===== config.mk =====
export PLATFORM = sky130hd
export DESIGN_NAME = seq_shifter
export DESIGN_NICKNAME = d
export VERILOG_FILES = /design/src/rtl/seq_shifter.sv
export SDC_FILE = /design/constraint.sdc
export NUM_CORES = 1
export LEC_CHECK = 0
export CAP_MARGIN = 20
export CORE_MARGIN = 2
export CORE_UTILIZATION = 35
export CTS_CLUSTER_SIZE = 24
export DETAILED_ROUTE_END_ITERATION = 6
export PLACE_DENSITY_LB_ADDON = 0.05
export SYNTH_ARGS = -nofsm -noshare
export SYNTH_HDL_FRONTEND = slang
export SYNTH_SLANG_ARGS = --single-unit

===== constraint.sdc =====
create_clock -name clk -period 2.8 [get_ports clk]
set_input_delay 0.56 -clock clk [delete_from_list [all_inputs] [get_ports clk]]
set_output_delay 0.56 -clock clk [all_outputs]
set_load 0.05 [all_outputs]

===== src/rtl/seq_shifter.sv =====
// Iterative multi-mode shifter: LSL/LSR/ASR/ROR, one bit position per clock.
// Accepts an operand while idle, shifts amt times, then pulses done for one cycle and holds the result.
module seq_shifter #(
  parameter int WIDTH = 8,
  parameter int AW    = $clog2(WIDTH)
) (
  input  logic             clk,
  input  logic             rst_n,
  input  logic             start,
  input  logic [1:0]       mode,
  input  logic [AW-1:0]    amt,
  input  logic [WIDTH-1:0] din,
  output logic [WIDTH-1:0] dout,
  output logic             busy,
  output logic             done
);

  typedef enum logic [1:0] {
    IDLE  = 2'b00,
    SHIFT = 2'b01,
    DONE  = 2'b10
  } state_e;

  localparam logic [1:0]    MODE_LSL = 2'b00;
  localparam logic [1:0]    MODE_LSR = 2'b01;
  localparam logic [1:0]    MODE_ASR = 2'b10;
  localparam logic [AW-1:0] AMT_ONE  = AW'(1);

  state_e           state_q;
  logic [WIDTH-1:0] shreg_q, shreg_d;
  logic [1:0]       mode_q;
  logic [AW-1:0]    count_q, count_d;
  logic             busy_q, done_q;

  // Single-position step; ASR keeps the sign bit, so negative values round toward minus infinity.
  function automatic logic [WIDTH-1:0] shift_step(input logic [WIDTH-1:0] v,
                                                  input logic [1:0]       m);
    logic signed [WIDTH-1:0] sv;
    sv = v;
    case (m)
      MODE_LSL: return {v[WIDTH-2:0], 1'b0};
      MODE_LSR: return {1'b0, v[WIDTH-1:1]};
      MODE_ASR: return sv >>> 1;
      default:  return {v[0], v[WIDTH-1:1]};
    endcase
  endfunction

  assign shreg_d = shift_step(shreg_q, mode_q);
  assign count_d = count_q - AMT_ONE;

  always_ff @(posedge clk or negedge rst_n) begin
    if (!rst_n) begin
      state_q <= IDLE;
      shreg_q <= '0;
      mode_q  <= MODE_LSL;
      count_q <= '0;
      busy_q  <= 1'b0;
      done_q  <= 1'b0;
    end else begin
      case (state_q)
        IDLE: begin
          if (start) begin
            shreg_q <= din;
            mode_q  <= mode;
            count_q <= amt;
            busy_q  <= 1'b1;
            if (amt == '0) begin
              state_q <= DONE;
              done_q  <= 1'b1;
            end else begin
              state_q <= SHIFT;
            end
          end
        end
        SHIFT: begin
          shreg_q <= shreg_d;
          count_q <= count_d;
          if (count_q == AMT_ONE) begin
            state_q <= DONE;
            done_q  <= 1'b1;
          end
        end
        DONE: begin
          // start is deliberately ignored here; the next accept needs a true idle cycle
          state_q <= IDLE;
          busy_q  <= 1'b0;
          done_q  <= 1'b0;
        end
        default: begin
          state_q <= IDLE;
          busy_q  <= 1'b0;
          done_q  <= 1'b0;
        end
      endcase
    end
  end

  assign dout = shreg_q;
  assign busy = busy_q;
  assign done = done_q;

endmodule


==> impl_results.md <==
* Status: finished, final reports clean
* Initial antenna violation count at 0
* Clock sinks at 17
* Seq/Total Area, Yosys at 44.3%
* Max Clk Rate at 0.470 GHz
* Hold Path Stages at 2
* Iter 0 DRT Violations at 19
* Ranking of synthesized cells by area: dfrtp_1, a32oi_1, mux2i_1
* Final net count at 135
* DR vias at 783
* Hold Violations, Final at 0
* Yosys reg bits at 17
* Drt wl/cell at 15.1 um
* Share of the synthesized area in the top cell type at 44.3%
* Leak at 0.514 nW
* Skew final at 0.000838 ns
* WHS Endpoint: busy
* Worst min path class: flop to flop
* Routability Congestion at 0.737
* CP top delay family: buffers and inverters
* Post-DRT Antenna Nets at 0
* I/O Pins at 26
* FF-to-FF Start: state_q[1]
* Worst-skew pair later-pin latency at 0.29 ns
* TritonCTS Buffers at 3
* Worst Min Path Start: busy
* Share of cells above drive strength 1 at 10.3%
* Die Ht at 56.4 um
* Global route total overflow at 0
* Worst Max-Slew Pin Slew at 0.816 ns
* R2R setup slack at 1.22 ns
* Total routed wirelength at 2.21 mm
* Sequential share of power at 33.5%
* Vias in the first global route at 779
* Final setup margin at 0.674 ns
* Reg2Reg Depth at 3
* Crit Path Category: flop to output pin
* Clock transition at the registers of the reported paths at 0.11 ns
* Syn avg cell area at 10.5 um2
* CTS H-tree lvls at 1
* Via-per-instance ratio at 5.36
* Bufs on Longest Clock Path at 2
* TritonCTS clock tree: built
* Worst path bufs/invs at 1
* Commonest non-fill, non-tap cell in the layout: clkdlybuf4s50_1
* Async set-reset flop share out of synthesis at 100%
* Syn Inst Count at 91
* Post-synth EDFFs at 0
* Clock Root Buffer: clkbuf_4
* # resized after CTS at 0
* First-pass GRT wire length at 3.82 mm
* Number of max-cap violations at 0
* Cts hold-fix bufs at 0
* Post-synthesis cell type count at 34
* GRT Overall Usage at 15.4%
* Worst r2r dst: dout[7]
* Pins over their slew limit at 0
* Setup Slack @ Placement at 0.757 ns
* Ant diodes at 0
* Comb pwr share at 57.9%
* Port Buffers at 25
* Most frequent cells in the layout: clkdlybuf4s50_1, dfrtp_1, nand2_1, a32oi_1
* Row count at 18
* Met2 routed WL at 906 um
* Die W at 56.4 um
* CP max FO at 5
* Fillers at 265
* Slew HR at 45.5%
* Top FF cell, synth: dfrtp_1
* Post-CTS Repair Setup Buffers at 0
* CP Capture Type: output pin
* Net switching power at 747 uW
* Routed wl met3 at 101 um
* Initial cell density of the core at 37.7%
* RSZ-0062 raised after global routing: no
* Number of detailed-route iterations in the first pass at 4
* Startpoint Class: flop
* Dpl hpwl at 1.58 mm
* Critical Path RT at 2.24 ns
* WP data arrival at 1.57 ns
* Yosys top cell by area: dfrtp_1
* Final period util at 75.9%
* CP max stage cell: clkdlybuf4s50_1
* Cell Pwr Density at 1250 nW/um2
* Cell Chain, Critical Path: clkdlybuf4s50_1
* Int Pwr at 809 uW
* Core Region at 2540 um2
* Post-Syn Nets at 109
* Synth Warn # at 0
* Clock power frac at 8.6%
* Mapped Area at 960 um2
* Max VDD drop at 0.670 mV
* Final setup viols at 0
* Switching share of power at 48.0%
* WL met1 at 1.18 mm
* Area Growth Syn to Fin at 29.9%
* Min Clock Period, post-route at 2.13 ns
* Post-route DRC at 0
* Die ar. at 3180 um2
* Largest net degree at the start of global routing at 18
* Max stage delay on crit path at 0.83 ns
* Setup TNS at 0 ns
* Max Used Layer: met4
## routing by layer
layer,vias to the layer above,GRT usage [%]
met2,25,22.2
met3,2,2.53
met4,0,5.10
met1,367,23.2
met5,-,0
li1,389,-
## synth_stat cells (2+ instances only)
cell / n
nand2_1: 7
o211ai_1: 6
buf_6: 2
buf_2: 2
dfrtp_1: 17
mux2_4: 2
o22ai_1: 3
inv_1: 5
a32oi_1: 7
a21oi_1: 2
a31oi_1: 3
nor2b_1: 4
nor2_1: 4
ha_1: 2
mux2i_1: 6
## power groups by stage
stage | logic, mW | registers (mW) | clock network, mW
after CTS | 0.908 | 0.521 | 0.141
after detailed placement | 0.904 | 0.527 | 0
after floorplan | 0.483 | 0.702 | 0
after global routing | 0.975 | 0.550 | 0.150
after global placement | 0.900 | 0.526 | 0
final | 0.901 | 0.521 | 0.134
## flip-flops by register name, summed over array words and instances (netlist names)
signal / count
state_q: 2
done: 1
mode_q: 2
busy: 1
dout: 8
count_q: 3
## kinds of logic after synthesis
family,Yosys count,synth area share [%]
adder cells (fa/ha/maj),2,2.61
buffers and inverters,11,6.13
flip-flops,17,44.3
AO/OA/AOI/OAI,29,22.9
AND/OR/NAND/NOR,24,14.6
multiplexers,8,9.39
## tightest hold or removal path: stages (launching register included)
cell	delay, ns
dfrtp_1	0.36
nor2_1	0.05
nor2_1	0.07
## how the worst max path moves through the flow
stage,startpoint,end,cells past startpoint
CTS,dout[2],dout[2],1
global route,dout[6],dout[6],1
finish,dout[6],dout[6],1
detailed placement,start,mode_q[1],5
floorplan,start,mode_q[0],4
global placement,start,mode_q[1],5
## final cells by class
cell class | count | area (um2) | share of cell area (%)
Tap cell | 30 | 37.5 | 3.01
Timing Repair Buffer | 26 | 258 | 20.7
Clock inverter | 1 | 5.00 | 0.402
Sequential cell | 17 | 425 | 34.1
Clock buffer | 3 | 22.5 | 1.81
Inverter | 6 | 22.5 | 1.81
Multi-Input combinational cell | 63 | 475 | 38.2
## per-stage QoR
| step | area (um2) | cells | power, mW | hold slack [ns] | utilization [%] |
|---|---|---|---|---|---|
| 3_5_place_dp | 1220 | 142 | 1.43 | 0.494 | 47.9 |
| 5_1_grt | 1250 | 146 | 1.68 | 0.574 | 49.0 |
| 4_1_cts | 1250 | 146 | 1.57 | 0.525 | 49.0 |
| 2_1_floorplan | 960 | 91 | 1.19 | 0.264 | - |
| 6_report | 1250 | 146 | 1.56 | 0.515 | 49.0 |
| 3_3_place_gp | 1220 | 142 | 1.43 | 0.502 | 47.9 |
Power figures use the tool's default switching activity.
